### config.mk
export PLATFORM = sky130hd
export DESIGN_NAME = fifo4_sync
export DESIGN_NICKNAME = d
export VERILOG_FILES = /design/src/rtl/fifo4_pkg.sv /design/src/rtl/fifo4_occ.sv /design/src/rtl/fifo4_sync.sv
export SDC_FILE = /design/constraint.sdc
export NUM_CORES = 1
export LEC_CHECK = 0
export ABC_AREA = 1
export BUFFER_PORTS_ARGS = -buffer_cell sky130_fd_sc_hd__buf_2
export CAP_MARGIN = 20
export CORE_MARGIN = 2
export CORE_UTILIZATION = 31
export CTS_BUF_LIST = sky130_fd_sc_hd__clkbuf_8
export DETAILED_ROUTE_END_ITERATION = 8
export GPL_ROUTABILITY_DRIVEN = 0
export PLACE_DENSITY_LB_ADDON = 0.12
export SLEW_MARGIN = 20
export SYNTH_ARGS = -nofsm -noshare
export SYNTH_HDL_FRONTEND = slang
export SYNTH_SLANG_ARGS = --single-unit
### constraint.sdc
create_clock -name clk -period 2.2 [get_ports clk]
set_input_delay 0.44 -clock clk [delete_from_list [all_inputs] [get_ports clk]]
set_output_delay 0.44 -clock clk [all_outputs]
set_load 0.01 [all_outputs]
### src/rtl/fifo4_pkg.sv
// Shared sizing constants and types for the 4-entry synchronous FIFO.
package fifo4_pkg;

    localparam int unsigned DEPTH = 4;
    localparam int unsigned PTR_W = 2;
    localparam int unsigned CNT_W = 3;

    typedef logic [PTR_W-1:0] ptr_t;
    typedef logic [CNT_W-1:0] cnt_t;

endpackage

### src/rtl/fifo4_occ.sv
// Occupancy counter: tracks accepted pushes/pops and derives full/empty from the registered count.
module fifo4_occ
    import fifo4_pkg::*;
(
    input  logic             clk,
    input  logic             reset_n,
    input  logic             push,
    input  logic             pop,
    output logic [CNT_W-1:0] count,
    output logic             full,
    output logic             empty
);

    always_ff @(posedge clk or negedge reset_n) begin
        if (!reset_n) begin
            count <= '0;
        end else begin
            unique case ({push, pop})
                2'b10: if (count != CNT_W'(DEPTH)) count <= count + 3'd1;
                2'b01: if (count != '0)            count <= count - 3'd1;
                default: count <= count;
            endcase
        end
    end

    // Flags depend only on the count register, never on push/pop requests.
    always_comb begin
        full  = (count == CNT_W'(DEPTH));
        empty = (count == '0);
    end

endmodule

### src/rtl/fifo4_sync.sv
// 4-entry synchronous FIFO with registered read data, pop-valid strobe and sticky error flags.
module fifo4_sync
    import fifo4_pkg::*;
#(
    parameter int unsigned DATA_W = 8
) (
    input  logic              clk,
    input  logic              reset_n,
    input  logic              wr_en,
    input  logic [DATA_W-1:0] wr_data,
    input  logic              rd_en,
    output logic [DATA_W-1:0] rd_data,
    output logic              rd_valid,
    output logic [CNT_W-1:0]  count,
    output logic              full,
    output logic              empty,
    output logic              overflow,
    output logic              underflow,
    input  logic              clr_err
);

    logic [DATA_W-1:0] mem [DEPTH];
    ptr_t              wr_ptr;
    ptr_t              rd_ptr;
    logic              push_ok;
    logic              pop_ok;

    // A push into a full FIFO is allowed only when a pop frees a slot on the same edge.
    always_comb begin
        pop_ok  = rd_en && !empty;
        push_ok = wr_en && (!full || pop_ok);
    end

    fifo4_occ u_occ (
        .clk     (clk),
        .reset_n (reset_n),
        .push    (push_ok),
        .pop     (pop_ok),
        .count   (count),
        .full    (full),
        .empty   (empty)
    );

    always_ff @(posedge clk) begin
        if (push_ok) begin
            mem[wr_ptr] <= wr_data;
        end
    end

    always_ff @(posedge clk or negedge reset_n) begin
        if (!reset_n) begin
            wr_ptr    <= '0;
            rd_ptr    <= '0;
            rd_data   <= '0;
            rd_valid  <= 1'b0;
            overflow  <= 1'b0;
            underflow <= 1'b0;
        end else begin
            rd_valid <= pop_ok;
            if (push_ok) begin
                wr_ptr <= wr_ptr + 2'd1;
            end
            if (pop_ok) begin
                rd_data <= mem[rd_ptr];
                rd_ptr  <= rd_ptr + 2'd1;
            end
            // New errors take priority over a simultaneous clear.
            overflow  <= (wr_en && !push_ok) || (overflow && !clr_err);
            underflow <= (rd_en && !pop_ok)  || (underflow && !clr_err);
        end
    end

endmodule

==> metrics.md, run 1 <==
| Metric | Value |
|---|---|
| Area of the die | 7400 µm² |
| Mapped Cells | 181 |
| Routed vias/inst | between 4 and 5 |
| Synth warn | 0 |
| DRT Pass-1 Iters | 4 |
| I/O Buffers | 28 |
| Seq cells post-synth | 50 |
| Num CTS Buffers | 5 |
| Placed instance area | between 2000 and 2500 µm² |
| Post-synth EDFFs | 32 |
| Worst slew margin | between 60% and 70% |
| Slew Viols, Final | 0 |
| Drc violations | 0 |
| Post-cts resize count | 0 |
| Worst hold slack | ~77 ps |
| Setup crit start kind | flip-flop |
| Register area share after synthesis | 67.7% |
| Vias in the first global route | 1286 |
| Worst IR drop on VDD | approximately 0.45 mV |
| Fill count | ~660 |
| First-pass GRT wire length | approximately 6600 µm |
| Worst-Margin Slew | approximately 460 ps |
| Post-synthesis cell type count | 26 |
| Dpl hpwl | 2620 µm |
| RSZ-0062 raised after global routing | no |
| Wire length per cell | between 10 and 15 µm |
| GRT Total Usage | 12.1% |
| Initial antenna violation count | 0 |
| CP top delay family | flip-flops |
| Async SR Flop Fraction | a little over a third |
| Status | complete, no violations |
| CTS tree | yes |
| Clock Latency Late Sink | about 300 ps |
| HP Class | in2async |
| Crit path capture type | output pin |
| Initial Util | between 30 and 40% |
| Maxcap violations | 0 |
| Nets | 235 |
| Setup slack, reg-to-reg | ~630 ps |
| Core area | roughly 6400 µm² |
| Largest net degree at the start of global routing | 19 |
| TNS Setup | 0 ps |
| Critical path arrival | approximately 1200 ps |
| DRT Wirelength | ~4000 µm |
| WP buf/inv | 2 |
| Total area of multi-input combinational cells | roughly 550 µm² |
| Share of cells above drive strength 1 | about 25% |
| Worst Setup Path Type | reg2out |
| Clock Sinks | 50 |
| Clock Pin Slew Worst Setup and Hold Paths | around 90 ps |
| Via count | about 1300 |
| Die Height | 86.0 µm |
| Clk buf depth | 2 |
| Inserted Diodes | 0 |
| Die width | 86.0 µm |
| Final ANT Viol Nets | 0 |
| Site Rows | 29 |
| Final instance area | ~2400 µm² |
| Main flop type after synthesis | edfxtp_1 |
| Register area | approximately 1400 µm² |
| I/O pin total | 29 |
| Root buffer cell | clkbuf_8 |
| Min Clock Period, post-route | around 1600 ps |
| Total power | roughly 3.1 mW |
| Critical-path top delay cell | dfrtp_1 |
| Final Hold Viols | 0 |
| Leak | just over 1 nW |
| Area grow syn2layout | 16.3% |
| Worst Path Max Fanout | 4 |
| Pwr/cell area | about 1300 nW/µm² |
| Synthesized area per cell | ~12 µm² |
| CP cell instances | nor2_4 > nand2_2 > inv_1 > buf_2 |
| H-tree depth | 2 |
| Syn_nets | a little under 200 |
| 1st-iter DRT viols | 68 |
| # Post-CTS Setup Buffers | 0 |
| CP Data Required Time | about 1800 ps |
| Mapped Area | about 2100 µm² |
| Final Setup Violations | 0 |
| # hold bufs at CTS | 0 |
| Tcrit/Tclk final | between 70% and 80% |
| Clock skew | roughly 3.9 ps |
| GRT overflow | 0 |
| Fmax achieved | approximately 600 MHz |
| CP max stage delay | 440 ps |
## synthesized netlist by cell type (2+ instances only)
cell       n  area [µm²]
buf_4      2        15.0
buf_6      2        22.5
o22ai_1    2        12.5
nand3_2    2        20.0
edfxtp_1  32         961
nor2_2     2        12.5
o21ai_0   17        85.1
nor2_1    48         180
nand2_1    8        30.0
inv_2      3        11.3
ha_1       4        50.1
a31oi_1    8        50.1
inv_1     17        63.8
xor2_1     2        17.5
nand3_1    4        20.0
dfrtp_1   18         450
## kinds of logic (layout without fill, tap and decap cells)
logic type	count (synthesis)	count (layout)	synth area share [%]
AO/OA/AOI/OAI	30	30	7.98
XOR/XNOR	2	2	0.840
adder cells (fa/ha/maj)	5	5	3.36
buffers and inverters	26	63	5.88
flip-flops	50	50	67.7
AND/OR/NAND/NOR	68	68	14.3
## flip-flops by register name, indices dropped and copies added (netlist names)
| signal | flops |
|---|---|
| rd_valid | 1 |
| mem | 32 |
| overflow | 1 |
| rd_ptr | 2 |
| wr_ptr | 2 |
| u_occ.count | 3 |
| rd_data | 8 |
| underflow | 1 |
## routing by layer
metal	routed length, µm	up-vias	GRT usage [%]
met2	1850	24	19.0
met5	0	-	0
met1	1990	610	15.8
met4	23	0	3.46
met3	121	2	4.14
li1	-	672	-
## layout by cell type, fill, tap and decap left out, drive strengths merged
cell       n
clkbuf     6
buf       35
dfrtp     18
xor2       2
nor2      51
o22ai      2
a21oi      2
nand2     10
clkinvlp   1
inv       21
edfxtp    32
o21ai     18
fa         1
nand4      1
ha         4
a31oi      8
nand3      6
## where the power goes
group	internal [mW]	total [mW]	leakage [nW]	switching (mW)
registers	1.28	1.44	0.503	0.155
clock network	0.259	0.562	0.0478	0.303
logic	0.430	1.14	0.464	0.713
## layout make-up
class,count,share of cell area [%]
timing repair buffer,35,7.94
clock buffer,6,3.40
sequential,50,58.2
inverter,20,3.09
clock inverter,2,0.670
multi-input combinational,105,22.7
tap,77,3.97
## through the flow
| step | setup WS [ps] | util, % | cells |
|---|---|---|---|
| floorplan | 721 | - | 181 |
| global placement | 595 | 36.2 | 287 |
| detailed placement | 559 | 36.2 | 287 |
| CTS | 526 | 37.8 | 295 |
| global route | 441 | 37.8 | 295 |
| finish | 555 | 37.8 | 295 |
## worst paths after layout
path,from,to,cells after the start
setup / recovery,u_occ.count[1]$_DFFE_PN0P_,empty,4
hold / removal,reset_n,u_occ.count[0]$_DFFE_PN0P_,1
setup reg to reg,u_occ.count[2]$_DFFE_PN0P_,u_occ.count[2]$_DFFE_PN0P_,9
hold reg to reg,mem[1][4]$_DFFE_PP_,rd_data[4]$_DFFE_PN0N_,2
max in group asynchronous,reset_n,rd_data[1]$_DFFE_PN0N_,1
min in group clk,clr_err,overflow$_DFF_PN0_,2
(Power assumes the default switching activity.)
==> run 2, diff against run 1 <==
==> constraint.sdc (replaced) <==
create_clock -name clk -period 1.63 [get_ports clk]
set_input_delay 0.326 -clock clk [delete_from_list [all_inputs] [get_ports clk]]
set_output_delay 0.326 -clock clk [all_outputs]
set_load 0.01 [all_outputs]
==> metrics.md, run 2 (synthesis gave the netlist of run 1 again) <==
| Metric | Value |
|---|---|
| Clock skew | 6.00 ps (+2.09 ps) |
| Crit path launch | u_occ.count[0]$_DFFE_PN0P_ |
| RSZ-0062 raised after global routing | no |
| I/O Buffers | 28 (unchanged) |
| Final Setup Violations | 0 (unchanged) |
| Vias in the first global route | 1289 (+0.23%) |
| Final instance area | 2480 µm² (+2.4%) |
| Worst setup margin | 109 ps (-446 ps) |
| Slew Viols, Final | 0 (unchanged) |
| Worst r2r src | u_occ.count[0]$_DFFE_PN0P_ |
| Commonest cells after routing, fill and taps aside | 48 x nor2_1, 32 x edfxtp_1, 28 x buf_2 |
| Largest register FFs | 32 (unchanged) |
| I/O pin total | 29 (unchanged) |
| Routed vias/inst | 4.56 (+2.9%) |
| CTS tree | yes |
| Placed insts | 289 (+0.70%) |
| Final Hold Viols | 0 (unchanged) |
| Pwr/cell area | 1790 nW/µm² (+38%) |
| Clock share of power | 20.6% (+2.7 points) |
| Inserted Diodes | 0 (unchanged) |
| TNS Setup | 0 ps (unchanged) |
| Final ANT Viol Nets | 0 (unchanged) |
| Worst IR drop on VDD | 0.591 mV (+33%) |
| Clock Pin Slew Worst Setup and Hold Paths | 90 ps (about the same) |
| DRT Wirelength | 4050 µm (+1.6%) |
| Largest net degree at the start of global routing | 19 (unchanged) |
| GRT overflow | 0 (unchanged) |
| Worst-Margin Slew | 460 ps (+1.75 ps) |
| Critical path arrival | 1200 ps (about the same) |
| Fill count | 633 (-3.7%) |
| Tcrit/Tclk final | between 90% and 100% |
| HP Start | clr_err |
| Sw Share | 35.7% (-1.5 points) |
| Worst slack, placed | 103 ps (-457 ps) |
| First-pass GRT wire length | 6580 µm (-0.93%) |
| CP Data Required Time | 1300 ps (-460 ps) |
| Crit path capture type | output pin |
| Root buffer cell | clkbuf_8 |
| Commonest non-fill, non-tap cell in the layout | nor2_1 |
| Maxcap violations | 0 (unchanged) |
| Clk buf depth | 2 (unchanged) |
| Post-Layout Cell Count | 299 (+1.4%) |
| Die width | 86.0 µm (unchanged) |
| Dpl hpwl | 2710 µm (+3.3%) |
| Drc violations | 0 (unchanged) |
| Worst Setup Path Type | reg2out |
| Top Registers | mem x32, rd_data x8, u_occ.count x3 |
| Worst Path Max Fanout | 4 (unchanged) |
| Core area | 6420 µm² (unchanged) |
| Net switching power | 1.59 mW (+36%) |
| DRT Pass-1 Iters | 6 (+2) |
| Initial Util | 32.5% (unchanged) |
| Area of the die | 7400 µm² (unchanged) |
| Flop pwr share | 43.0% (-2.7 points) |
| Reg with most FFs | mem |
| Min Clock Period, post-route | about 1500 ps |
| Status | complete, no violations |
| Area grow syn2layout | 19.1% |
| Combinational share of power | 36.4% (about the same) |
| 1st-iter DRT viols | 75 (+10%) |
| Site Rows | 29 (unchanged) |
| Setup crit start kind | flip-flop |
| Num CTS Buffers | 5 (unchanged) |
| Worst slew margin | 69.4% (-0.12 points) |
| Internal | 2.86 mW (+45%) |
| Clock Sinks | 50 (unchanged) |
| Wire length per cell | 13.5 µm (+0.22%) |
| Via count | 1364 (+4.3%) |
| Worst hold slack | 231 ps (+154 ps) |
| Share of cells above drive strength 1 | 26.6% (+1.8 points) |
| H-tree depth | 2 (unchanged) |
| Placed instance area | 2340 µm² (+0.65%) |
| Die Height | 86.0 µm (unchanged) |
| Leak | 1.05 nW (+3.1%) |
| GRT Total Usage | 12.1% (+0.084 points) |
| Clock Latency Late Sink | 300 ps (about the same) |
| HP Class | in2reg |
| Fmax achieved | about 660 MHz |
| Initial antenna violation count | 0 (unchanged) |
| Nets | 239 (+1.7%) |
[run 2: critical path, stage by stage (launching register included)]
cell and delay [ps]:
dfrtp_1 420, nor2_4 170, nand2_1 120, inv_1 60
buf_2 120
[run 2: power by group through the flow]
| stage | registers, mW | clock network [mW] | logic (mW) |
|---|---|---|---|
| finish | 1.92 | 0.915 | 1.62 |
| global route | 1.96 | 1.01 | 1.87 |
| CTS | 1.93 | 0.948 | 1.63 |
| detailed placement | 1.95 | 0 | 1.63 |
| global placement | 1.95 | 0 | 1.63 |
| floorplan | 1.99 | 0 | 1.02 |
[run 2: area by class of cell]
| class | instances | area, µm² | area share, % |
|---|---|---|---|
| Clock inverter | 2 | 38.8 | 1.56 |
| Multi-Input combinational cell | 105 | 554 | 22.3 |
| Sequential cell | 50 | 1410 | 56.8 |
| Timing Repair Buffer | 39 | 225 | 9.06 |
| Inverter | 20 | 75.1 | 3.02 |
| Tap cell | 77 | 96.3 | 3.88 |
| Clock buffer | 6 | 82.6 | 3.32 |
[run 2: through the flow]
stage / util (%) / power [mW]
2_1_floorplan: - / 3.01
3_3_place_gp: 36.5 / 3.59
3_5_place_dp: 36.5 / 3.58
4_1_cts: 38.5 / 4.51
5_1_grt: 38.7 / 4.85
6_report: 38.7 / 4.45
[run 2: path summary, 6_finish.rpt]
check | cells after the start | slack, ps | to
min in group asynchronous | 2 | 510 | u_occ.count[0]$_DFFE_PN0P_
worst min-delay path | 2 | 230 | overflow$_DFF_PN0_
max in group asynchronous | 2 | 790 | u_occ.count[1]$_DFFE_PN0P_
worst max-delay path | 4 | 110 | full
worst min register to register | 2 | 530 | rd_data[4]$_DFFE_PN0N_
worst max register to register | 5 | 180 | u_occ.count[1]$_DFFE_PN0P_
[run 2: repair_timing]
item,4_1_cts,5_1_grt
setup buffers,0,1
endpoints found under the setup margin,0,2
endpoints found under the hold margin,18,0
hold buffers,1,0
resized for setup,0,2
[run 2: per-layer routing]
metal	track usage (%)	routed length, µm	vias to the layer above
li1	-	-	684
met1	15.5	1930	652
met2	19.3	1870	26
met3	4.33	211	2
met4	3.90	27	0
met5	0	0	-
==> run 3, diff against run 2 <==
--- a/config.mk
+++ b/config.mk
@@ -5,7 +5,6 @@
 export SDC_FILE = /design/constraint.sdc
 export NUM_CORES = 1
 export LEC_CHECK = 0
-export ABC_AREA = 1
 export BUFFER_PORTS_ARGS = -buffer_cell sky130_fd_sc_hd__buf_2
 export CAP_MARGIN = 20
 export CORE_MARGIN = 2
@@ -13,7 +12,6 @@
 export CTS_BUF_LIST = sky130_fd_sc_hd__clkbuf_8
 export DETAILED_ROUTE_END_ITERATION = 8
 export GPL_ROUTABILITY_DRIVEN = 0
-export PLACE_DENSITY_LB_ADDON = 0.12
 export SLEW_MARGIN = 20
 export SYNTH_ARGS = -nofsm -noshare
 export SYNTH_HDL_FRONTEND = slang
==> metrics.md, run 3 <==
| Metric | Value |
|---|---|
| Initial antenna violation count | 0 (unchanged) |
| Clock Pin Slew Worst Setup and Hold Paths | 90 ps (about the same) |
| Failing checks | negative setup slack |
| Area of the die | 7590 µm² (+2.5%) |
| Post-synth EDFFs | 32 (unchanged) |
| Worst Setup Path Type | reg2reg |
| DRT Pass-1 Iters | 4 (-2) |
| Num CTS Buffers | 5 (unchanged) |
| Post-synth top area share | 44.9% (-1.2 points) |
| I/O pin total | 29 (unchanged) |
| I/O Buffers | 28 (unchanged) |
| RSZ-0062 raised after global routing | yes |
| Min Clock Period, post-route | 1670 ps (+150 ps) |
| Crit path capture type | flip-flop |
| Critical path arrival | 1860 ps (+660 ps) |
| Final Setup Violations | 2 (+2) |
| Die Height | 87.1 µm (+1.2%) |
| Pwr/cell area | 1700 nW/µm² (-5.1%) |
| Async SR Flop Fraction | 36.0% (unchanged) |
| Area grow syn2layout | 19.8% |
| Worst Path Max Fanout | 3 (-1) |
| H-tree depth | 2 (unchanged) |
| Largest area contributor in the netlist | edfxtp_1 |
| Initial Util | 31.7% (-0.79 points) |
| Worst slew margin | 68.4% (-0.99 points) |
| Via count | 1128 (-17%) |
| Final Hold Viols | 0 (unchanged) |
| GRT overflow | 0 (unchanged) |
| DRT Wirelength | 3670 µm (-9.3%) |
| Main flop type after synthesis | edfxtp_1 |
| Largest register FFs | 32 (unchanged) |
| Dpl hpwl | 2480 µm (-8.3%) |
| Seq cells post-synth | 50 (unchanged) |
| CP Data Required Time | 1820 ps (+520 ps) |
| Top Registers | mem x32, rd_data x8, u_occ.count x3 |
| TNS Setup | -52.6 ps (-52.6 ps) |
| Clk buf depth | 2 (unchanged) |
| Clock Sinks | 50 (unchanged) |
| Commonest non-fill, non-tap cell in the layout | edfxtp_1 |
| Mapped Cells | 126 (-30%) |
| Setup crit start kind | flip-flop |
| Inserted Diodes | 0 (unchanged) |
| Worst IR drop on VDD | 0.408 mV (-31%) |
| Tcrit/Tclk final | 103% (+9.2 points) |
| Total power | 4.36 mW (-2.0%) |
| Synthesized area per cell | 17.0 µm² (+47%) |
| Share of cells above drive strength 1 | 45.0% (+18 points) |
| Worst slack, placed | -139 ps (-241 ps) |
| Synth warn | 0 (unchanged) |
| Nets | 188 (-21%) |
| Maxcap violations | 0 (unchanged) |
| Drc violations | 0 (unchanged) |
| Post-synthesis cell type count | 33 (+27%) |
| Worst-Margin Slew | 474 ps (+14.9 ps) |
| Root buffer cell | clkbuf_8 |
| Vias in the first global route | 1149 (-11%) |
| Largest net degree at the start of global routing | 19 (unchanged) |
| Clock Latency Late Sink | 300 ps (about the same) |
| Syn_nets | 144 (-28%) |
| GRT Total Usage | 10.4% (-1.8 points) |
| Slew Viols, Final | 0 (unchanged) |
| Top cells by count, synth | 32 x edfxtp_1, 18 x dfrtp_1, 8 x inv_1, 8 x mux4_2, 6 x mux2_4 |
| Routed vias/inst | 4.49 (-1.5%) |
| Core area | 6760 µm² (+5.2%) |
| Status | complete, but fails checks |
| 1st-iter DRT viols | 60 (-20%) |
| Leak | 1.05 nW (+0.42%) |
| Final instance area | 2560 µm² (+3.2%) |
| Commonest cells after routing, fill and taps aside | 32 x edfxtp_1, 28 x buf_2, 18 x dfrtp_1, 15 x buf_4, 8 x mux4_2 |
| CTS tree | yes |
| First-pass GRT wire length | 5820 µm (-12%) |
| Die width | 87.1 µm (+1.2%) |
| Wire length per cell | 14.6 µm (+8.0%) |
| Fin util | 38.0% (-0.73 points) |
| Register area share after synthesis | 65.9% (-1.7 points) |
| Site Rows | 30 (+3.4%) |
| Reg with most FFs | mem |
| Top cells by area, synth | edfxtp_1 45%, dfrtp_1 21%, mux4_2 8.4%, mux2_4 4.2%, ha_1 2.3% |
| Placed instance area | 2440 µm² (+4.3%) |
| Worst setup margin | -40.9 ps (-150 ps) |
| Mapped Area | 2140 µm² (+2.6%) |
| Most common cell in the netlist | edfxtp_1 |
| Fmax achieved | 598 MHz (-8.9%) |
| HP Class | in2reg |
| Clock skew | 6.50 ps (+0.501 ps) |
| Final ANT Viol Nets | 0 (unchanged) |
run 3: cell type report:
class / count / area, µm²
clock buffer: 5 / 68.8
clock inverter: 3 / 17.5
fill: 642 / 4190
inverter: 8 / 30.0
multi-input combinational: 61 / 674
sequential: 50 / 1410
tap: 80 / 100
timing repair buffer: 44 / 263
run 3: metrics by stage:
stage	hold WS (ps)	std cells
detailed placement	313	241
floorplan	30.4	126
finish	214	251
global placement	309	241
global route	215	251
CTS	208	251
run 3: worst max-delay path: stages (launching register included):
cell and delay, ps:
dfrtp_1 390, o31a_1 210, nand2b_4 60, fa_1 520
o22ai_1 80, a221o_1 310
run 3: kinds of logic after synthesis:
group	Yosys count	synth area share, %
AO/OA/AOI/OAI	13	4.50
buffers and inverters	15	3.80
AND/OR/NAND/NOR	21	6.14
adder cells (fa/ha/maj)	5	3.27
flip-flops	50	65.9
multiplexers	18	14.7
XOR/XNOR	4	1.64
run 3: timing repair:
item                                    CTS  global route
endpoints found under the hold margin    18             0
gates resized for setup                   5             4
endpoints found under the setup margin   35            37
setup buffers                             1             0
hold buffers                              1             0
pin swaps                                 0             2
run 3: worst paths after layout:
check	from	endpoint	slack, ps	cells past startpoint
max in group asynchronous	reset_n	u_occ.count[0]$_DFFE_PN0P_	800	2
worst max register to register	u_occ.count[0]$_DFFE_PN0P_	u_occ.count[1]$_DFFE_PN0P_	-40	5
worst max-delay path	u_occ.count[0]$_DFFE_PN0P_	u_occ.count[1]$_DFFE_PN0P_	-40	5
min in group asynchronous	reset_n	rd_data[3]$_DFFE_PN0N_	500	2
worst min register to register	rd_data[5]$_DFFE_PN0N_	rd_data[5]$_DFFE_PN0N_	510	1
worst min-delay path	clr_err	underflow$_DFF_PN0_	210	2
run 3: per-layer routing:
layer | global-route usage, % | up-vias | wire (µm)
met5 | 0 | - | 0
met4 | 4.62 | 0 | 70
met3 | 2.09 | 6 | 111
met2 | 16.8 | 20 | 1760
met1 | 13.5 | 548 | 1730
li1 | - | 554 | -
run 3: where the power goes:
group          switching [mW]  internal (mW)
sequential              0.189           1.74
combinational           0.773          0.951
clock                   0.413          0.300
total                    1.38           2.99
